**src/rtl/floor_pkg.sv**
```systemverilog
// Shared definitions for the elevator floor-request front end: floor codes,
// controller states, pending-bit indices and floor selection helpers.
package floor_pkg;

  localparam logic [3:0] FLOOR_G = 4'd0;
  localparam logic [3:0] FLOOR_1 = 4'd1;
  localparam logic [3:0] FLOOR_2 = 4'd2;

  localparam int PEND_G = 0;
  localparam int PEND_1 = 1;
  localparam int PEND_2 = 2;

  typedef enum logic [1:0] {
    IDLE        = 2'd0,
    ISSUE       = 2'd1,
    WAIT_ARRIVE = 2'd2,
    EMERG       = 2'd3
  } ctrl_state_e;

  function automatic logic [2:0] floor_onehot(input logic [1:0] floor);
    case (floor)
      2'd0:    return 3'b001;
      2'd1:    return 3'b010;
      2'd2:    return 3'b100;
      default: return 3'b000;
    endcase
  endfunction

  // Nearest pending floor to cur; the cur = 1 tie between 0 and 2 goes low.
  function automatic logic [1:0] nearest_floor(input logic [1:0] cur,
                                               input logic [2:0] pend);
    case (cur)
      2'd0:    return pend[PEND_G] ? 2'd0 : (pend[PEND_1] ? 2'd1 : 2'd2);
      2'd1:    return pend[PEND_1] ? 2'd1 : (pend[PEND_G] ? 2'd0 : 2'd2);
      default: return pend[PEND_2] ? 2'd2 : (pend[PEND_1] ? 2'd1 : 2'd0);
    endcase
  endfunction

endpackage

```
**src/rtl/floor_request_ctrl_debounce.sv**
```systemverilog
// Two-flop synchronizer, counting debouncer and rising-edge press pulse for
// one raw push button.
module btn_debounce #(
  parameter int DB_CYCLES = 4,
  parameter int DB_W      = 16
) (
  input  logic clk,
  input  logic reset,
  input  logic raw,
  output logic press
);

  localparam logic [DB_W-1:0] LAST = DB_W'(DB_CYCLES - 1);

  logic            sync1;
  logic            sync2;
  logic            level;
  logic [DB_W-1:0] cnt;

  // The level flips on the DB_CYCLES-th consecutive disagreeing sample.
  always_ff @(posedge clk or posedge reset) begin
    if (reset) begin
      sync1 <= 1'b0;
      sync2 <= 1'b0;
      level <= 1'b0;
      cnt   <= '0;
      press <= 1'b0;
    end else begin
      sync1 <= raw;
      sync2 <= sync1;
      press <= 1'b0;
      if (sync2 == level) begin
        cnt <= '0;
      end else if (cnt == LAST) begin
        level <= sync2;
        cnt   <= '0;
        press <= sync2;
      end else begin
        cnt <= cnt + DB_W'(1);
      end
    end
  end

endmodule

```
**src/rtl/floor_request_ctrl.sv**
```systemverilog
// Request front end for the three-floor elevator FSM: debounces call buttons,
// latches pending calls and issues one floor request at a time.
module floor_request_ctrl #(
  parameter int DB_CYCLES    = 4,
  parameter int DB_W         = 16,
  parameter int RETRY_CYCLES = 8
) (
  input  logic       clk,
  input  logic       reset,
  input  logic       btn_g,
  input  logic       btn_f,
  input  logic       btn_s,
  input  logic       btn_emerg,
  input  logic [3:0] cur_floor,
  input  logic       emerg_ack,
  output logic       g_f,
  output logic       f_f,
  output logic       s_f,
  output logic       emerg_req,
  output logic [2:0] pending,
  output logic       busy
);

  import floor_pkg::*;

  localparam int RW = $clog2(RETRY_CYCLES + 1);
  localparam logic [RW-1:0] RETRY_LOAD = RW'(RETRY_CYCLES);

  ctrl_state_e   state, state_next;
  logic [1:0]    target, target_next;
  logic [RW-1:0] retry_cnt, retry_next;
  logic [2:0]    pending_next;
  logic [2:0]    req_next;
  logic [2:0]    set_mask;
  logic [2:0]    clr_mask;
  logic [3:0]    raw_btn;
  logic [3:0]    press;
  logic          cur_valid;
  logic          arrived;
  logic          emerg_evt;

  assign raw_btn = {btn_emerg, btn_s, btn_f, btn_g};

  for (genvar i = 0; i < 4; i++) begin : g_db
    btn_debounce #(
      .DB_CYCLES(DB_CYCLES),
      .DB_W     (DB_W)
    ) u_db (
      .clk  (clk),
      .reset(reset),
      .raw  (raw_btn[i]),
      .press(press[i])
    );
  end

  assign cur_valid = (cur_floor <= FLOOR_2);
  assign arrived   = (cur_floor == {2'b00, target});
  assign emerg_evt = press[3] | emerg_ack;
  assign busy      = (state == ISSUE) || (state == WAIT_ARRIVE);

  // Emergency overrides everything after the normal next-state decision, and
  // an arrival clear beats a same-cycle press on the same pending bit.
  always_comb begin
    state_next  = state;
    target_next = target;
    retry_next  = retry_cnt;
    clr_mask    = 3'b000;
    set_mask    = press[2:0];
    if (state == IDLE && cur_valid) begin
      set_mask = press[2:0] & ~floor_onehot(cur_floor[1:0]);
    end
    case (state)
      IDLE: begin
        if (pending != 3'b000 && cur_valid) begin
          target_next = nearest_floor(cur_floor[1:0], pending);
          state_next  = ISSUE;
        end
      end
      ISSUE: begin
        retry_next = RETRY_LOAD;
        state_next = WAIT_ARRIVE;
      end
      WAIT_ARRIVE: begin
        if (arrived) begin
          clr_mask   = floor_onehot(target);
          state_next = IDLE;
        end else if (retry_cnt <= RW'(1)) begin
          state_next = ISSUE;
        end else begin
          retry_next = retry_cnt - RW'(1);
        end
      end
      EMERG: state_next = EMERG;
      default: state_next = IDLE;
    endcase
    if (emerg_evt) begin
      state_next = EMERG;
    end
    if (emerg_evt || state == EMERG) begin
      pending_next = 3'b000;
    end else begin
      pending_next = (pending | set_mask) & ~clr_mask;
    end
    req_next = (state_next == ISSUE) ? floor_onehot(target_next) : 3'b000;
  end

  always_ff @(posedge clk or posedge reset) begin
    if (reset) begin
      state     <= IDLE;
      target    <= 2'd0;
      retry_cnt <= '0;
      pending   <= 3'b000;
      g_f       <= 1'b0;
      f_f       <= 1'b0;
      s_f       <= 1'b0;
      emerg_req <= 1'b0;
    end else begin
      state     <= state_next;
      target    <= target_next;
      retry_cnt <= retry_next;
      pending   <= pending_next;
      g_f       <= req_next[PEND_G];
      f_f       <= req_next[PEND_1];
      s_f       <= req_next[PEND_2];
      emerg_req <= press[3] && (state != EMERG);
    end
  end

endmodule

```
**config.mk**
```make
export PLATFORM = sky130hd
export DESIGN_NAME = floor_request_ctrl
export DESIGN_NICKNAME = d
export VERILOG_FILES = /design/src/rtl/floor_pkg.sv /design/src/rtl/floor_request_ctrl_debounce.sv /design/src/rtl/floor_request_ctrl.sv
export SDC_FILE = /design/constraint.sdc
export NUM_CORES = 1
export LEC_CHECK = 0
export CORE_UTILIZATION = 40
export CTS_CLUSTER_SIZE = 20
export DETAILED_ROUTE_END_ITERATION = 10
export HOLD_SLACK_MARGIN = 0.02
export SYNTH_ARGS = -nofsm -noshare
export SYNTH_HDL_FRONTEND = slang
export SYNTH_HIERARCHICAL = 1
export SYNTH_SLANG_ARGS = --single-unit
```
**constraint.sdc**
```tcl
create_clock -name clk -period 3.95 [get_ports clk]
set_input_delay 0.9875 -clock clk [delete_from_list [all_inputs] [get_ports clk]]
set_output_delay 0.9875 -clock clk [all_outputs]
set_load 0.1 [all_outputs]
```
==> key figures <==
Logic synthesis
  • Most frequent cells after synthesis: dfrtp_1, nor2_1, xnor2_1, inv_1, nor3_1
  • Top_reg_cell synth: dfrtp_1
  • Mapped Nets: 472
  • Synth async-reset ratio: 100.0%
  • Cell taking the most area after synthesis: dfrtp_1
  • Netlist cell types: 47
  • Yosys top cell area share: 48.53%
  • Cell with the most instances after synthesis: dfrtp_1
  • Mapped cell area: 4898 µm²
  • EDFF count, synth: 0
  • Sequential share of the synthesized area: 48.53%
  • Ys Warns: 6
  • Area contributors post-synth: dfrtp_1, xnor2_1, nor2_1, nor4_2, ha_1
  • Syn Inst Count: 450
  • Synth Register Bits: 95
  • Mapped Avg Cell Area: 10.89 µm²

Critical path
  • Critical path type: flop to output pin
  • Worst setup EP type: output pin
  • CP required: 2960 ps
  • Crit path arrival time: 1940 ps
  • Worst-path maximum fanout: 6
  • Delay-heaviest family, CP: buffers and inverters
  • Cell breakdown of the critical path: clkdlybuf4s50_1
  • Slowest Stage Delay on Critical Path: 1170 ps
  • Buf/Inv on CP: 1
  • Worst path slowest cell: clkdlybuf4s50_1
  • Critical path launch point type: flop

Route
  • Vias/cell: 5.264
  • Per-cell routed wire length: 13.81 µm
  • DRT Wirelength: 8647 µm
  • First drt pass iteration count: 4
  • Via Count: 3295
  • DRC: 0
  • DR iter-0 viols: 215
  • Final antenna-violating net count: 0

Cells and area
  • Layout area overhead: 12.87%
  • N_diodes: 0
  • Nets@finish: 496
  • Share of layout cells above drive strength 1: 15.24%
  • Final Non-Filler Cells: 626

Global route
  • Total GRT Usage: 15.47%
  • Largest net degree at the start of global routing: 21
  • Antenna violations before repair: 0
  • First-pass GRT wire length: 15480 µm
  • GRT Residual Overflow: 0
  • Vias in the first global route: 3291

Timing
  • Final setup fails: 0
  • FMAX: 341.5 MHz
  • Final Cycle Share: 74.14%
  • RSZ-0062 raised after global routing: false
  • Final min period: 2929 ps
  • Setup TNS: 0 ps
  • Max_slew headroom: 35.34%
  • Worst Clk Skew: 7.399 ps
  • Slew Limit Fails: 0
  • Final Hold Vio Count: 0
  • Worst slew pin tran: 966.8 ps

Floorplan
  • Num ports: 19
  • Starting Density: 40.95%
  • Vert. Die Dim: 112.7 µm
  • Row count: 40
  • Die width: 112.7 µm
  • Die ar.: 12690 µm²
  • Core ar.: 11960 µm²

Worst hold path
  • Hold crit path type: flop to flop

Clock network
  • Num CTS Buffers: 9
  • Clock Latency Late Sink: 340 ps
  • Clock sink count: 95
  • # resized after CTS: 0
  • CTS Hold Bufs: 0
  • Clk slew on worst S/H paths: 60 ps
  • Setup Fix Bufs, Post-CTS: 0
  • H-tree levels: 3
  • CTS tree: yes
  • Clock Tree Buf Depth: 2
  • Clock Root Buffer: clkbuf_16

Power and ir drop
  • Total power: 2.544 mW
  • Max rail drop VDD: 0.2916 mV
  • Leakage power: 2.197 nW
  • Pwr Density: 460.1 nW/µm²

Outcome
  • Outcome: complete, no violations

Placement
  • DP Wirelength: 6046 µm
  • Gp weighted congestion: 0.8151
  • PortBufs: 18
  • Post-Place Cells: 610

Flow run
  • Max_cap viols: 0
-- registers in the layout, summed over array words and instances, names as in the netlist --
signal	flops
f_f	1
g_db.u_db/sync2	4
state	2
pending	3
retry_cnt	4
g_f	1
g_db.u_db/sync1	4
g_db.u_db/cnt	64
g_db.u_db/press	4
emerg_req	1
g_db.u_db/level	4
target	2
s_f	1
-- cell type report --
type                            count  area [µm²]
Tap cell                          147       183.9
Fill cell                        1096        6432
Clock inverter                      3       65.06
Sequential cell                    95        2377
Multi-Input combinational cell    324        2367
Clock buffer                       13       260.3
Timing Repair Buffer               18       177.7
Inverter                           26       97.59
-- cells by family after synthesis --
kind of cell             after synthesis  synth area share (%)
flip-flops                            95                 48.53
adder cells (fa/ha/maj)               11                 2.810
XOR/XNOR                              58                 10.37
AO/OA/AOI/OAI                         31                 5.058
buffers and inverters                 31                 3.142
multiplexers                           6                 1.328
AND/OR/NAND/NOR                      218                 28.76
-- path summary, 6_finish.rpt --
kind                                                end  slack, ps                          from  cells past startpoint
max reg2reg                               f_f$_DFF_PP0_       1960            state[0]$_DFF_PP0_                      4
min reg2reg                g_db[3].u_db/sync2$_DFF_PP0_        350  g_db[3].u_db/sync1$_DFF_PP0_                      0
max                                          pending[2]       1020          pending[2]$_DFF_PP0_                      1
min                        g_db[3].u_db/sync2$_DFF_PP0_        350  g_db[3].u_db/sync1$_DFF_PP0_                      0
min in group asynchronous          pending[2]$_DFF_PP0_       1160                         reset                      2
max in group asynchronous  g_db[0].u_db/press$_DFF_PP0_       2220                         reset                      2
-- layer usage --
layer	track usage (%)	part of all wire, %	vias up
met2	24.44	46	44
met1	19.88	49	1625
met5	0	0	-
met3	4.590	3.7	6
li1	-	-	1620
met4	6.222	1.5	0
-- stage by stage --
stage	setup slack [ps]	utilization, %	hold slack [ps]	instance area (µm²)
after floorplan	1652	-	331.2	4898
after global placement	1171	43.50	335.9	5204
after detailed placement	1117	43.50	335.5	5204
after CTS	992.8	46.22	350.2	5529
after global routing	972.8	46.22	361.0	5529
final	1021	46.22	349.4	5529
-- power by group --
part / switching (mW) / internal (mW) / total [mW] / leakage [nW]
registers: 0.0932 / 1.07 / 1.16 / 1.27
logic: 0.298 / 0.145 / 0.443 / 0.770
clock network: 0.352 / 0.589 / 0.940 / 0.160
-- placed cells by master (no fill, tap or decap), types with 5 or more instances in the layout --
cell	instances
a21oi_1	6
inv_1	26
nor4b_2	5
xor2_1	12
nand4_1	12
clkbuf_16	9
nor2_1	70
nor3_1	23
clkdlybuf4s50_1	17
nor4_1	10
nor4_2	12
nand3_1	14
xnor2_1	46
ha_1	11
nor2_2	12
a31o_2	6
dfrtp_1	95
nand2_1	21
(Power assumes the default switching activity.)
